`src/rtl/mem_bus_pkg.sv`:
```
`default_nettype none
// ============================================================================
// Module  : mem_bus_pkg
// Brief   : Shared encodings for the unified memory-port arbiter.
// Revision: 1.0 - initial release
// ============================================================================
package mem_bus_pkg;

  localparam logic [1:0] S_IDLE  = 2'd0;
  localparam logic [1:0] S_I_ACC = 2'd1;
  localparam logic [1:0] S_D_ACC = 2'd2;

  localparam logic [1:0] SZ_BYTE = 2'b00;
  localparam logic [1:0] SZ_HALF = 2'b01;
  localparam logic [1:0] SZ_WORD = 2'b10;

  localparam int CNT_W = 4;

endpackage
`default_nettype wire

```
`src/rtl/mem_port_arbiter_starve_counter.sv`:
```
`default_nettype none
// ============================================================================
// Module  : starve_counter
// Brief   : Saturating count of D grants made while a fetch waits.
// Revision: 1.0 - initial release
// ============================================================================
module starve_counter
  import mem_bus_pkg::*;
#(
  parameter int LIMIT = 4
) (
  input  logic clk,
  input  logic rst,
  input  logic i_inc,
  input  logic i_clear,
  output logic o_limit
);

  localparam logic [CNT_W-1:0] c_limit = CNT_W'(LIMIT);

  logic [CNT_W-1:0] r_cnt;

  always_ff @(posedge clk or negedge rst) begin
    if (!rst) begin
      r_cnt <= '0;
    end else if (i_clear) begin
      r_cnt <= '0;
    end else if (i_inc && (r_cnt != c_limit)) begin
      r_cnt <= r_cnt + 1'b1;
    end
  end

  assign o_limit = (r_cnt == c_limit);

endmodule
`default_nettype wire

```
`src/rtl/mem_port_arbiter.sv`:
```
`default_nettype none
// ============================================================================
// Module  : mem_port_arbiter
// Brief   : Shares one memory port between fetch and data sides; D wins by
//           default, a starvation bound eventually forces a fetch grant.
// Revision: 1.0 - initial release
// ============================================================================
module mem_port_arbiter
  import mem_bus_pkg::*;
#(
  parameter int STARVE_LIMIT = 4,
  parameter int ADDR_W       = 32,
  parameter int DATA_W       = 32
) (
  input  logic              clk,
  input  logic              rst,
  input  logic              i_req,
  input  logic [ADDR_W-1:0] i_addr,
  output logic [DATA_W-1:0] i_data,
  output logic              i_ready_n,
  input  logic              d_req,
  input  logic              d_write,
  input  logic [ADDR_W-1:0] d_addr,
  input  logic [1:0]        d_size,
  input  logic [DATA_W-1:0] d_wdata,
  output logic [DATA_W-1:0] d_rdata,
  output logic              d_ready_n,
  output logic              d_busy,
  output logic              m_req,
  output logic              m_write,
  output logic [ADDR_W-1:0] m_addr,
  output logic [1:0]        m_size,
  output logic [DATA_W-1:0] m_wdata,
  input  logic [DATA_W-1:0] m_rdata,
  input  logic              m_ready_n
);

  logic [1:0]        r_state;
  logic [1:0]        w_state_next;
  logic              w_done;
  logic              w_decide;
  logic              w_limit;
  logic              w_grant_d;
  logic              w_grant_i;
  logic              r_m_req;
  logic              r_m_write;
  logic [ADDR_W-1:0] r_m_addr;
  logic [1:0]        r_m_size;
  logic [DATA_W-1:0] r_m_wdata;

  // Arbitration happens in IDLE and on every completion cycle, so grants chain with no bubble.
  assign w_done    = (r_state != S_IDLE) && !m_ready_n;
  assign w_decide  = (r_state == S_IDLE) || w_done;
  assign w_grant_d = w_decide && d_req && (!i_req || !w_limit);
  assign w_grant_i = w_decide && i_req && !w_grant_d;

  starve_counter #(
    .LIMIT (STARVE_LIMIT)
  ) u_starve (
    .clk     (clk),
    .rst     (rst),
    .i_inc   (w_grant_d && i_req),
    .i_clear (w_grant_i || !i_req),
    .o_limit (w_limit)
  );

  always_ff @(posedge clk or negedge rst) begin
    if (!rst) begin
      r_state <= S_IDLE;
    end else begin
      r_state <= w_state_next;
    end
  end

  always_comb begin
    w_state_next = r_state;
    if (w_grant_d) begin
      w_state_next = S_D_ACC;
    end else if (w_grant_i) begin
      w_state_next = S_I_ACC;
    end else if (w_decide) begin
      w_state_next = S_IDLE;
    end
  end

  // The memory side sees only these latched copies, never the live requester inputs.
  always_ff @(posedge clk or negedge rst) begin
    if (!rst) begin
      r_m_req   <= 1'b0;
      r_m_write <= 1'b0;
      r_m_addr  <= '0;
      r_m_size  <= '0;
      r_m_wdata <= '0;
    end else if (w_grant_d) begin
      r_m_req   <= 1'b1;
      r_m_write <= d_write;
      r_m_addr  <= d_addr;
      r_m_size  <= d_size;
      r_m_wdata <= d_wdata;
    end else if (w_grant_i) begin
      r_m_req   <= 1'b1;
      r_m_write <= 1'b0;
      r_m_addr  <= i_addr;
      r_m_size  <= SZ_WORD;
      r_m_wdata <= '0;
    end else if (w_done) begin
      r_m_req   <= 1'b0;
    end
  end

  assign m_req   = r_m_req;
  assign m_write = r_m_write;
  assign m_addr  = r_m_addr;
  assign m_size  = r_m_size;
  assign m_wdata = r_m_wdata;

  always_comb begin
    i_ready_n = 1'b1;
    d_ready_n = 1'b1;
    i_data    = '0;
    d_rdata   = '0;
    if (w_done && (r_state == S_I_ACC)) begin
      i_ready_n = 1'b0;
      i_data    = m_rdata;
    end
    if (w_done && (r_state == S_D_ACC)) begin
      d_ready_n = 1'b0;
      d_rdata   = m_rdata;
    end
    // Gated by reset so a held d_req cannot report busy while the port is being reset.
    d_busy = rst && ((d_req && (r_state != S_D_ACC)) ||
                     ((r_state == S_D_ACC) && m_ready_n));
  end

endmodule
`default_nettype wire

```
`config.mk`:
```
export PLATFORM = sky130hd
export DESIGN_NAME = mem_port_arbiter
export DESIGN_NICKNAME = d
export VERILOG_FILES = /design/src/rtl/mem_bus_pkg.sv /design/src/rtl/mem_port_arbiter_starve_counter.sv /design/src/rtl/mem_port_arbiter.sv
export SDC_FILE = /design/constraint.sdc
export NUM_CORES = 1
export LEC_CHECK = 0
export ABC_CLOCK_PERIOD_IN_PS = 2000
export CAP_MARGIN = 40
export CORE_UTILIZATION = 34
export CTS_CLUSTER_DIAMETER = 80
export CTS_CLUSTER_SIZE = 24
export DETAILED_ROUTE_END_ITERATION = 6
export MAX_ROUTING_LAYER = met4
export PLACE_DENSITY = 0.86
export SLEW_MARGIN = 10
export SYNTH_ARGS = -nofsm -noshare
export SYNTH_HDL_FRONTEND = slang
export SYNTH_SLANG_ARGS = --single-unit
```
`constraint.sdc`:
```
create_clock -name clk -period 2 [get_ports clk]
set_clock_uncertainty 0.2 [all_clocks]
set_input_delay 0.2 -clock clk [delete_from_list [all_inputs] [get_ports clk]]
set_output_delay 0.2 -clock clk [all_outputs]
set_load 0.02 [all_outputs]
```
---- After elaboration in Yosys (flattened, before gate mapping) ----
Cells that the tools add are included.
operators by class
  $add $sub $neg .......................... 1
  eq/ne operators ......................... 5
  multiplexer cells ....................... 20
  reductions and logical operators ........ 26
operators by type and width
  kind                                                                   count
  32-bit 2-to-1 mux                                                      6
  1-bit logical AND                                                      12
  2-bit 2-to-1 mux                                                       5
  4-bit 2-to-1 mux                                                       2
  1-bit 2-to-1 mux                                                       7
  2-bit nonzero test                                                     3
  3-bit nonzero test                                                     2
  4-bit by 1-bit adder with 4-bit output, second input constant          1
  4-bit by 3-bit equality test with 1-bit output, second input constant  1
  1-bit zero test                                                        4
  1-bit logical OR                                                       4
  4-bit by 3-bit != test with 1-bit output, second input constant        1
  2-bit by 1-bit equality test with 1-bit output, second input constant  1
  2-bit equality test, second input constant                             1
  2-bit zero test                                                        1
  2-bit != test, second input constant                                   1
word-level totals
  bits in registers ....................... 74
  input port bits ......................... 136
  output and inout bits ................... 135

---- Longest topological paths before layout ----
  word-level depth ........................ 9
  depth in mapped cells ................... 7

---- Hierarchy ----
From an unflattened synthesis, not the netlist that was laid out.
unflattened totals
  cell total of the unflattened synthesis .. 382
  area, all modules ....................... 3742.3 µm²
modules (own cells, without submodules)
  module            instances  cells each  area an instance (µm²)
  mem_port_arbiter  1          358         3508.4
  starve_counter    1          24          234.0

---- Least setup slack after synthesis ----
OpenSTA, ideal clock, no wires.
  path type ............................... reg-to-reg
  from .................................... register u_starve.r_cnt[0]
  to ...................................... register r_m_wdata[21], in the netlist m_wdata[21]
  setup time .............................. 66 ps
  arrival time ............................ 1551 ps
  required time ........................... 1734 ps
  setup slack ............................. 182 ps
  cell stages (with the launch flop) ...... 8
  path buffers ............................ 2
  period minus slack after synthesis ...... 1818 ps
  path through ............................ dfrtp_1 -> inv_1 -> ha_1 -> and4b_1 -> buf_6 -> nor3b_4 -> buf_6 -> a22o_1
between the ends
  word-level cells in the longest chain between the ends .. 7
ends and longest elaborated chain
  element                                           RTL line                               text
  from (decl)                                       mem_port_arbiter_starve_counter.sv:21  logic [CNT_W-1:0] r_cnt;
  from (signal assigned)                            mem_port_arbiter_starve_counter.sv:29  r_cnt <= r_cnt + 1'b1;
  4-bit by 3-bit equality test with 1-bit output *  mem_port_arbiter_starve_counter.sv:33  assign o_limit = (r_cnt == c_limit);
  1-bit zero test *                                 mem_port_arbiter.sv:54                 assign w_grant_d = w_decide && d_req && (!i_req || !w_limit);
  1-bit logical OR *                                mem_port_arbiter.sv:54
  1-bit logical AND *                               mem_port_arbiter.sv:54
  1-bit zero test                                   mem_port_arbiter.sv:55                 assign w_grant_i = w_decide && i_req && !w_grant_d;
  1-bit logical AND                                 mem_port_arbiter.sv:55
  2-bit nonzero test (no line)                      -
  to (signal assigned)                              mem_port_arbiter.sv:99                 r_m_wdata <= d_wdata;
  to (decl)                                         mem_port_arbiter.sv:49                 logic [DATA_W-1:0] r_m_wdata;
Mark *: on every way between the ends. The rest lies on a longest branch, timed or not.
A chain may end at the register's enable or synchronous reset.

---- Final worst setup path ----
  from .................................... register r_state[0]
  to ...................................... output port i_data[5]
between the ends
  word-level cells in the longest chain between the ends .. 4
ends and longest elaborated chain
  element                 RTL line                 text
  from (decl)             mem_port_arbiter.sv:38   logic [1:0] r_state;
  from (signal assigned)  mem_port_arbiter.sv:71   r_state <= w_state_next;
  2-bit nonzero test      mem_port_arbiter.sv:52   assign w_done = (r_state != S_IDLE) && !m_ready_n;
  1-bit logical AND       mem_port_arbiter.sv:52
  1-bit logical AND *     mem_port_arbiter.sv:122  if (w_done && (r_state == S_I_ACC)) begin
  32-bit 2-to-1 mux *     mem_port_arbiter.sv:122
  to (decl)               mem_port_arbiter.sv:19   output logic [DATA_W-1:0] i_data,
Marks and branches as above.

==> impl_metrics.json <==
{
  "grt_overflow_total": 0,
  "setup-tns-final_ns": -0.251,
  "finalWorstSetupSlack_ns": -0.0341,
  "cts_tree": "done",
  "synthTopCellsByArea": "dfrtp_1, and2_1, a221o_1, a22o_1, nor3_1",
  "areaGrowthSynthToFinish_pct": 86.8,
  "port_buffers": 270,
  "insertion_delay_ns": 0.34,
  "chipWidth_um": 106,
  "path_class": "register to output pin",
  "ys_warn_count": 0,
  "vias_per_cell": 5.13,
  "vias": 3921,
  "cts.clk_slew.worst_paths_ns": 0.09,
  "synth_nets": 484,
  "drv_slew": 0,
  "cts.sinks": 74,
  "ys_async_sr_fraction_pct": 100,
  "drc_errors": 0,
  "seq_area_frac_synth_pct": 50.8,
  "gp_congestion": 0.847,
  "routedWlPerCell_um": 17.7,
  "antenna_cells": 0,
  "avgSynthCellArea_um2": 10.5,
  "tightest_slew_ns": 0.398,
  "status": "finished with violations",
  "antenna_found_initial": 0,
  "crit_path_start_kind": "register",
  "grt_pass1_wl_um": 20800,
  "max-clock-path-buffers": 2,
  "cts_htree_levels": 3,
  "power_mw": 4.77,
  "synth_top_area_share_pct": 50.8,
  "grtUsageTotal_pct": 24.7,
  "synth_area_um2": 3650,
  "wl_um": 13500,
  "required_ns": 1.60,
  "hold_viol": 0,
  "grtUsageMet1_pct": 27.9,
  "grt_max_degree": 47,
  "rsz0062_at_grt": "true",
  "netlist_instances": 346,
  "numCtsBuffers": 9,
  "max_freq_mhz": 492,
  "worst_path_most_repeated_cell": "buf_6",
  "io_pins": 271,
  "post-dp-hpwl_um": 10100,
  "die_area_um2": 11100,
  "slew_headroom_pct": 73.4,
  "final-setup-viol-count": 17,
  "synth_seq_cells": 74,
  "core_area_um2": 10400,
  "final_core_utilization_pct": 65.7,
  "placedCellCount": 744,
  "critical_path_peak_fanout": 17,
  "synth_edf_count": 0,
  "use_met2_pct": 43.5,
  "layoutNonFillerInstCount": 765,
  "max_cap_violations": 0,
  "first_pass_iters": 4,
  "worst_hold_slack_ns": 0.255,
  "die_h_um": 106,
  "violations": "negative setup slack",
  "busiest_layer": "met2",
  "final_antenna_net_count": 0,
  "slowest_stage": "dfrtp_1",
  "power.density_nw_per_um2": 701,
  "leakage_nw": 3.04,
  "critPathMaxStageDelay_ns": 0.38,
  "layout-drive-gt1-share_pct": 20.3,
  "end_kind": "output pin",
  "crit_path_cell_trace": "buf_6, nor3b_4, buf_4, buf_12, and2_1, buf_6",
  "final_net_count": 762,
  "synth_cell_types": 35,
  "start_util_pct": 35.2,
  "rows": 37,
  "fin_crit_sh_pct": 102,
  "arrival_ns": 1.63,
  "synth_top_area_cell": "dfrtp_1",
  "synth_ff_type": "dfrtp_1",
  "hp-class": "input port to async pin",
  "drtIter0Drc": 233,
  "ir_worst_vdd_mv": 0.332,
  "cts_root_buf": "clkbuf_8",
  "fin_crit_ns": 2.03,
  "use_met3_pct": 4.70,
  "grt_pass1_vias": 4102
}
[sequential cells by signal, summed over array words and instances, names as in the netlist]
name and cells:
m_req 1, u_starve.r_cnt 4, r_state 2, m_addr 32, m_wdata 32, m_size 2
m_write 1
[placed cells by master, fill, tap and decap left out, types with 2 or more instances in the layout]
master / count
buf_12: 11
nand2_1: 38
buf_2: 7
and2_1: 56
nor3b_4: 2
dfrtp_1: 74
ha_1: 2
inv_1: 6
nor2b_1: 2
nor3_1: 32
a221o_1: 32
buf_4: 60
clkinvlp_4: 3
and2_4: 8
clkdlybuf4s50_1: 202
inv_6: 2
nand3b_1: 2
nand3_1: 4
buf_6: 19
a22o_1: 34
clkbuf_8: 9
nand4_1: 2
[power by group]
part	leakage [nW]	switching, mW	internal, mW
Sequential	0.925	0.126	1.71
Combinational	2.03	0.855	1.01
Clock	0.0844	0.610	0.469
Total	3.04	1.59	3.18
[cell usage after synthesis, types with 4 or more instances]
cell	instances
clkbuf_1	12
nor3_1	32
a22o_1	34
buf_2	14
buf_6	4
dfrtp_1	74
nand3_1	4
buf_4	4
and2_1	64
nand2_1	38
inv_1	6
a221o_1	32
[kinds of logic (layout without fill, tap and decap cells)]
group,count (synthesis),in the layout,synth area share (%)
adder cells (fa/ha/maj),2,2,0.686
AND/OR/NAND/NOR,150,150,22.3
buffers and inverters,40,323,5.83
multiplexers,1,1,0.275
AO/OA/AOI/OAI,79,79,20.1
flip-flops,74,74,50.8
[per-stage QoR]
stage               area (µm²)  setup WS [ns]
detailed placement        6670         -0.295
global route              6810        -0.0972
finish                    6810        -0.0341
global placement          6650         -0.270
floorplan                 3650          0.182
CTS                       6600        -0.0642
[worst paths after layout]
| check | slack (ns) | cells past startpoint | to | startpoint |
|---|---|---|---|---|
| setup reg to reg | 0.09 | 6 | m_addr[6] | r_state[1] |
| max in group asynchronous | 0.77 | 4 | m_addr[9] | rst |
| hold / removal | 0.26 | 3 | m_wdata[7] | rst |
| min in group clk | 0.26 | 2 | m_addr[16] | i_addr[16] |
| setup / recovery | -0.03 | 6 | i_data[5] | r_state[0] |
| hold reg to reg | 0.30 | 1 | m_wdata[18] | m_wdata[18] |
[worst max-delay path, delay by kind of cell, from the launching register on]
kind / cells / cell delay, ns
buffers and inverters: 4 / 0.53
and+or+nand+nor: 2 / 0.38
DFF: 1 / 0.38
[metal layers]
metal / routed length [µm] / vias up
li1: - / 1809
met1: 5230 / 1891
met2: 7060 / 201
met3: 963 / 20
met4: 266 / 0
met5: 0 / -
[repair_timing]
action                                  in CTS  in global routing
pin swaps                                    0                  0
gates cloned                                 1                  0
endpoints found under the hold margin       28                  0
setup buffers                                2                  2
resized for setup                          266                 85
endpoints found under the setup margin      67                 47
hold buffers                                 1                  0
[final cells by class]
| class | instances | area, µm² |
|---|---|---|
| repair buffers | 301 | 2960 |
| flip-flops and latches | 74 | 1850 |
| clock buffers | 9 | 124 |
| fillers | 794 | 3560 |
| inverters | 6 | 22.5 |
| multi-input cells | 232 | 1630 |
| clock inverters | 7 | 60.1 |
| well taps | 136 | 170 |
(Power assumes the default switching activity.)
